===== src/rtl/staged_register_pkg.sv =====
// Shared constants and helpers for the staged_register pipeline.
// Optional build macro: STAGED_REGISTER_PARITY_EN (per-stage even-parity bit and parity_err output).
package staged_register_pkg;

  // Values held by an empty stage.
  localparam logic VALID_RESET    = 1'b0;
  localparam logic DATA_RESET_BIT = 1'b0;
  localparam logic PARITY_RESET   = 1'b0;

  // Bits needed to count 0..stages valid entries.
  function automatic int unsigned occ_width(input int unsigned stages);
    return (stages < 1) ? 1 : $clog2(stages + 1);
  endfunction

endpackage


===== src/rtl/staged_register_if.sv =====
// Producer/consumer handshake bundle for staged_register.
// Optional build macro: STAGED_REGISTER_PARITY_EN adds parity_err.
interface staged_register_if
  import staged_register_pkg::*;
#(
  parameter int unsigned WIDTH  = 7,
  parameter int unsigned STAGES = 3
);

  localparam int unsigned OCC_W = occ_width(STAGES);

  logic             in_valid;
  logic             in_ready;
  logic [WIDTH-1:0] din;
  logic             out_valid;
  logic             out_ready;
  logic [WIDTH-1:0] dout;
  logic             flush;
  logic [OCC_W-1:0] occupancy;
`ifdef STAGED_REGISTER_PARITY_EN
  logic             parity_err;
`endif

  // Environment side: producer, consumer and flush control.
  modport master (
`ifdef STAGED_REGISTER_PARITY_EN
    input  parity_err,
`endif
    output in_valid,
    input  in_ready,
    output din,
    input  out_valid,
    output out_ready,
    input  dout,
    output flush,
    input  occupancy
  );

  // Pipeline side.
  modport slave (
`ifdef STAGED_REGISTER_PARITY_EN
    output parity_err,
`endif
    input  in_valid,
    output in_ready,
    input  din,
    output out_valid,
    input  out_ready,
    output dout,
    input  flush,
    output occupancy
  );

endinterface


===== src/rtl/staged_register_stage.sv =====
// One pipeline stage: valid bit plus data word with hold / load / clear.
// Optional build macro: STAGED_REGISTER_PARITY_EN stores an even-parity bit alongside the data.
module staged_register_stage
  import staged_register_pkg::*;
#(
  parameter int unsigned WIDTH      = 7,
  parameter bit          CLEAR_IDLE = 1'b1
) (
  input  logic             clock,
  input  logic             reset,
  input  logic             flush,
  input  logic             load,
  input  logic             valid_in,
  input  logic [WIDTH-1:0] data_in,
`ifdef STAGED_REGISTER_PARITY_EN
  input  logic             parity_in,
  output logic             parity,
`endif
  output logic             valid,
  output logic [WIDTH-1:0] data
);

  logic [WIDTH-1:0] load_data_c;

  // An empty word is zeroed on entry when idle clearing is enabled.
  always_comb begin
    load_data_c = data_in;
    if (CLEAR_IDLE && !valid_in) begin
      load_data_c = {WIDTH{DATA_RESET_BIT}};
    end
  end

  always_ff @(posedge clock) begin
    if (reset) begin
      valid <= VALID_RESET;
      data  <= {WIDTH{DATA_RESET_BIT}};
    end else if (flush) begin
      valid <= VALID_RESET;
      if (CLEAR_IDLE) begin
        data <= {WIDTH{DATA_RESET_BIT}};
      end
    end else if (load) begin
      valid <= valid_in;
      data  <= load_data_c;
    end
  end

`ifdef STAGED_REGISTER_PARITY_EN
  logic load_parity_c;

  always_comb begin
    load_parity_c = parity_in;
    if (CLEAR_IDLE && !valid_in) begin
      load_parity_c = PARITY_RESET;
    end
  end

  // Parity travels with its word and follows the same clear rules.
  always_ff @(posedge clock) begin
    if (reset) begin
      parity <= PARITY_RESET;
    end else if (flush) begin
      if (CLEAR_IDLE) begin
        parity <= PARITY_RESET;
      end
    end else if (load) begin
      parity <= load_parity_c;
    end
  end
`endif

endmodule


===== src/rtl/staged_register.sv =====
// Elastic STAGES-deep pipeline register with valid/ready handshake, flush and occupancy.
// Optional build macro: STAGED_REGISTER_PARITY_EN enables per-stage parity and parity_err.
module staged_register
  import staged_register_pkg::*;
#(
  parameter int unsigned WIDTH      = 7,
  parameter int unsigned STAGES     = 3,
  parameter bit          CLEAR_IDLE = 1'b1
) (
  input  logic              clock,
  input  logic              reset,
  staged_register_if.slave  bus
);

  localparam int unsigned OCC_W = occ_width(STAGES);

  logic [STAGES-1:0] vld;
  logic [STAGES-1:0] src_vld;
  logic [STAGES-1:0] rdy;
  logic [WIDTH-1:0]  data     [STAGES];
  logic [WIDTH-1:0]  src_data [STAGES];
  logic [OCC_W-1:0]  occ_q;
  logic              in_ready_c;
  logic              in_xfer_c;
  logic              out_xfer_c;

`ifdef STAGED_REGISTER_PARITY_EN
  logic [STAGES-1:0] par;
  logic [STAGES-1:0] src_par;
`endif

  // Stage k can load when it or any stage downstream has a hole, or the consumer takes.
  for (genvar k = 0; k < STAGES; k++) begin : g_rdy
    assign rdy[k] = bus.out_ready | ~(&vld[STAGES-1:k]);
  end

  for (genvar k = 0; k < STAGES; k++) begin : g_stage
    if (k == 0) begin : g_head
      assign src_vld[k]  = bus.in_valid & ~bus.flush;
      assign src_data[k] = bus.din;
`ifdef STAGED_REGISTER_PARITY_EN
      assign src_par[k]  = ^bus.din;
`endif
    end else begin : g_body
      assign src_vld[k]  = vld[k-1];
      assign src_data[k] = data[k-1];
`ifdef STAGED_REGISTER_PARITY_EN
      assign src_par[k]  = par[k-1];
`endif
    end

    staged_register_stage #(
      .WIDTH      (WIDTH),
      .CLEAR_IDLE (CLEAR_IDLE)
    ) u_stage (
      .clock     (clock),
      .reset     (reset),
      .flush     (bus.flush),
      .load      (rdy[k]),
      .valid_in  (src_vld[k]),
      .data_in   (src_data[k]),
`ifdef STAGED_REGISTER_PARITY_EN
      .parity_in (src_par[k]),
      .parity    (par[k]),
`endif
      .valid     (vld[k]),
      .data      (data[k])
    );
  end

  assign in_ready_c = rdy[0] & ~bus.flush;
  assign in_xfer_c  = bus.in_valid & in_ready_c;
  assign out_xfer_c = vld[STAGES-1] & bus.out_ready;

  // Occupancy tracks the stage valids: +1 per accepted word, -1 per delivered word.
  always_ff @(posedge clock) begin
    if (reset) begin
      occ_q <= '0;
    end else if (bus.flush) begin
      occ_q <= '0;
    end else begin
      occ_q <= occ_q + OCC_W'(in_xfer_c) - OCC_W'(out_xfer_c);
    end
  end

  assign bus.in_ready  = in_ready_c;
  assign bus.out_valid = vld[STAGES-1];
  assign bus.dout      = data[STAGES-1];
  assign bus.occupancy = occ_q;

`ifdef STAGED_REGISTER_PARITY_EN
  assign bus.parity_err = vld[STAGES-1] & ((^data[STAGES-1]) != par[STAGES-1]);
`endif

endmodule


===== src/flat_wrapper.sv =====
// flat-port wrapper written by rule: the top's interface ports become plain ports
module staged_register_flat import staged_register_pkg::*;
#(
  parameter int unsigned WIDTH      = 7,
  parameter int unsigned STAGES     = 3,
  parameter bit          CLEAR_IDLE = 1'b1
)
  (clock, reset, bus_in_valid, bus_in_ready, bus_din, bus_out_valid, bus_out_ready, bus_dout, bus_flush, bus_occupancy);
  staged_register_if #(.WIDTH(WIDTH), .STAGES(STAGES)) bus_i ();
  input  logic clock;
  input  logic reset;
  input wire logic [$bits(bus_i.in_valid)-1:0] bus_in_valid;
  output wire logic [$bits(bus_i.in_ready)-1:0] bus_in_ready;
  input wire logic [$bits(bus_i.din)-1:0] bus_din;
  output wire logic [$bits(bus_i.out_valid)-1:0] bus_out_valid;
  input wire logic [$bits(bus_i.out_ready)-1:0] bus_out_ready;
  output wire logic [$bits(bus_i.dout)-1:0] bus_dout;
  input wire logic [$bits(bus_i.flush)-1:0] bus_flush;
  output wire logic [$bits(bus_i.occupancy)-1:0] bus_occupancy;
  assign bus_i.in_valid = bus_in_valid;
  assign bus_in_ready = bus_i.in_ready;
  assign bus_i.din = bus_din;
  assign bus_out_valid = bus_i.out_valid;
  assign bus_i.out_ready = bus_out_ready;
  assign bus_dout = bus_i.dout;
  assign bus_i.flush = bus_flush;
  assign bus_occupancy = bus_i.occupancy;
  staged_register #(.WIDTH(WIDTH), .STAGES(STAGES), .CLEAR_IDLE(CLEAR_IDLE)) u_core (.clock(clock), .reset(reset), .bus(bus_i));
endmodule

===== config.mk =====
export PLATFORM = sky130hd
export DESIGN_NAME = staged_register_flat
export DESIGN_NICKNAME = d
export VERILOG_FILES = /design/src/rtl/staged_register_pkg.sv /design/src/rtl/staged_register_if.sv /design/src/rtl/staged_register_stage.sv /design/src/rtl/staged_register.sv /design/src/flat_wrapper.sv
export SDC_FILE = /design/constraint.sdc
export NUM_CORES = 1
export LEC_CHECK = 0
export CORE_UTILIZATION = 50
export DETAILED_ROUTE_END_ITERATION = 6
export PLACE_DENSITY_LB_ADDON = 0.15
export SETUP_SLACK_MARGIN = 0.02
export SYNTH_ARGS = -nofsm -noshare
export SYNTH_HDL_FRONTEND = slang
export SYNTH_HIERARCHICAL = 1
export SYNTH_SLANG_ARGS = --single-unit

===== constraint.sdc =====
create_clock -name clock -period 1.79 [get_ports clock]
set_input_delay 0.179 -clock clock [delete_from_list [all_inputs] [get_ports clock]]
set_output_delay 0.179 -clock clock [all_outputs]
set_load 0.01 [all_outputs]

==> impl_metrics.toml <==
[place]
preCtsSetupSlack_ns = -0.05043
gp_congestion = 0.6983
dpl.hpwl_mm = 1.496
port_buffers = 22

[floorplan]
die_x_microns = 50.94
chipHeight_microns = 50.94
fp-row-count = 17
dieArea_sq_um = 2594
coreArea_sq_um = 2233
start_util_pct = 53.61
pin_count = 23

[critical_path]
reg2reg_from = "u_core/g_stage[2].u_stage/valid"
cp-end-kind = "flop"
cp_num_buf_inv = 2
cp.depth = 8
crit_path_max_incr_delay_ns = 0.50
cpLargestDelayFamily = "buffers and inverters"
timing.rr.end = "u_core/bus.occupancy[1]"
rrSetupSlack_ns = 0.24
crit_chain = "clkdlybuf4s50_1 > nand4b_1 > nand2_1 > ha_1 > inv_1 > ha_1 > xnor3_1 > nor3_2"
path_class = "in -> reg"
cp_common_cell = "ha_1"
required_ns = 2.03
startpoint_type = "input port"
reg2reg_depth = 7
crit_path_max_fanout = 4
slowest_stage = "clkdlybuf4s50_1"
crit_arrival_ns = 1.79

[global_route]
antenna_found_initial = 0
grt_use_total_pct = 17.99
grt_pass1_vias = 844
grt_pass1_wl_mm = 3.581
grt-ovfl-total = 0
grt_max_degree = 16

[synthesis]
syn-instance-count = 120
ys_types = 19
synth_fp_nets = 134
syn_area_sq_um = 1197
ys_seq_area_share_pct = 43.47
synth-warning-count = 6
synth-seq-cells = 26
syn_area_per_cell_sq_um = 9.978

[clock_tree]
clock_path_buffers = 2
clkTransAtPathRegs_ns = 0.14
clockRootBuffer = "clkbuf_4"
clk_latency_ns = 0.31
cts_buffers = 3
htree_levels = 1
hold_buffers = 0
cts_resized = 0
cts_sinks = 26
cts_tree = "built"
post_cts_buffers = 0

[min_path]
worstHoldEndpoint = "u_core/g_stage[0].u_stage/data[2]"
hold_depth = 3
hold_class = "in -> reg"
worstHoldStart = "bus_din[2]"

[timing]
timing.hold.ws_ns = 0.4289
fmaxAchievable_ghz = 0.6451
slew-limit-headroom_pct = 69.47
worst_pin_slew_ns = 0.4566
slew_viol_final = 0
fin_ws_ns = 0.2399
rsz0062_at_grt = "no"
fin_crit_sh_pct = 86.60
hold_viol_final = 0
min_period_ns = 1.550
setup_viol = 0
finalClockSkew_ns = 0.005213

[finish]
drive_gt1_share_pct = 22.54
layout_common_cells = "dfxtp_1, nand2b_1, clkdlybuf4s50_1, nand3_1, a21oi_2"
nNetsFinal = 157
antenna_cells = 0
final_common_cell = "dfxtp_1"
synthToLayoutAreaGrowth_pct = 22.26

[routing]
ant_nets = 0
finalWirelength_mm = 1.929
wire_per_inst_microns = 11.35
num_vias = 840
vias_per_cell = 4.941
drcViolationCount = 0
drtPass1Iterations = 4
drt_iter0_drc = 7

[pwr]
finalPower_w = 0.001053
power_density_nw_per_um2 = 719.5
leakagePower_nw = 0.4879
ir_drop_uv = 748.4

[run_status]
status = "finished, final reports clean"

[flow_run]
drv_cap = 0
==> kinds of logic (layout without fill, tap and decap cells) <==
logic type	count (synthesis)	in the layout	share of synthesized area, %
buf+inv	10	32	7.209
simple gates	57	57	27.48
mux	3	3	2.508
fa+ha+maj	2	2	2.090
flops	26	26	43.47
xor+xnor	1	1	1.881
compound gates	21	21	15.36
==> metal layers <==
layer | share of wire (%) | global-route usage [%] | vias to the layer above
li1 | - | - | 448
met1 | 50 | 22.22 | 373
met2 | 47 | 32.46 | 17
met3 | 3.0 | 3.571 | 2
met4 | 0.67 | 2.778 | 0
met5 | 0 | 0 | -
==> stage by stage <==
| stage | TNS [ns] | area [sq um] | util (%) | std cells |
|---|---|---|---|---|
| floorplan | 0 | 1197 | - | 120 |
| global placement | 0 | 1408 | 63.03 | 166 |
| detailed placement | -0.05043 | 1408 | 63.03 | 166 |
| CTS | 0 | 1460 | 65.38 | 170 |
| global route | 0 | 1464 | 65.55 | 170 |
| finish | 0 | 1464 | 65.55 | 170 |
==> area by class of cell <==
class                   instances  area (sq um)
clock buffers                   3         22.52
clock inverters                 1         30.03
fillers                       195         769.5
inverters                       1         3.754
multi-input cells              84         590.6
flip-flops and latches         26         521.8
well taps                      28         35.03
repair buffers                 27         260.3
==> power by group <==
group / switching (W) / internal [W]
combinational: 0.0000323 / 0.0000389
clock: 0.000170 / 0.000226
sequential: 0.00000261 / 0.000583
total: 0.000205 / 0.000848
==> Yosys cell counts <==
master	number	area share, %
ha_1	2	2.1
buf_6	6	5.6
inv_1	1	0.31
nand3b_1	1	0.63
a21oi_2	21	15
nor2b_1	2	1.0
nand4b_1	1	0.73
or2_1	3	1.6
xnor3_1	1	1.9
nand2b_1	22	11
nand2_1	1	0.31
mux2i_1	3	2.5
nand3_1	21	8.8
nor3b_1	1	0.63
nor3_2	1	0.84
dfxtp_1	26	43
and2_1	1	0.52
buf_2	3	1.3
nor2_1	3	0.94
==> worst max path at each step <==
stage                                   end  slack [ns]                             from
floorplan           u_core/bus.occupancy[1]        0.27  u_core/g_stage[2].u_stage/valid
global placement    u_core/bus.occupancy[1]        0.07                    bus_out_ready
detailed placement  u_core/bus.occupancy[1]       -0.05                    bus_out_ready
CTS                            bus_in_ready        0.03  u_core/g_stage[2].u_stage/valid
global route        u_core/bus.occupancy[1]        0.14  u_core/g_stage[2].u_stage/valid
finish              u_core/bus.occupancy[1]        0.24                    bus_out_ready
==> worst reg2reg max path, stage by stage (launching register included) <==
cell and delay [ns]:
dfxtp_2 0.40, nand4b_1 0.17, nand2_1 0.11, ha_1 0.23
inv_1 0.06, ha_1 0.15, xnor3_1 0.23, nor3_2 0.14
==> registers in the layout (all words and copies together), names as in the netlist <==
name and count:
u_core/g_stage.u_stage/data 21, u_core/g_stage.u_stage/valid 3, u_core/bus.occupancy 2
Power figures use the tool's default switching activity.
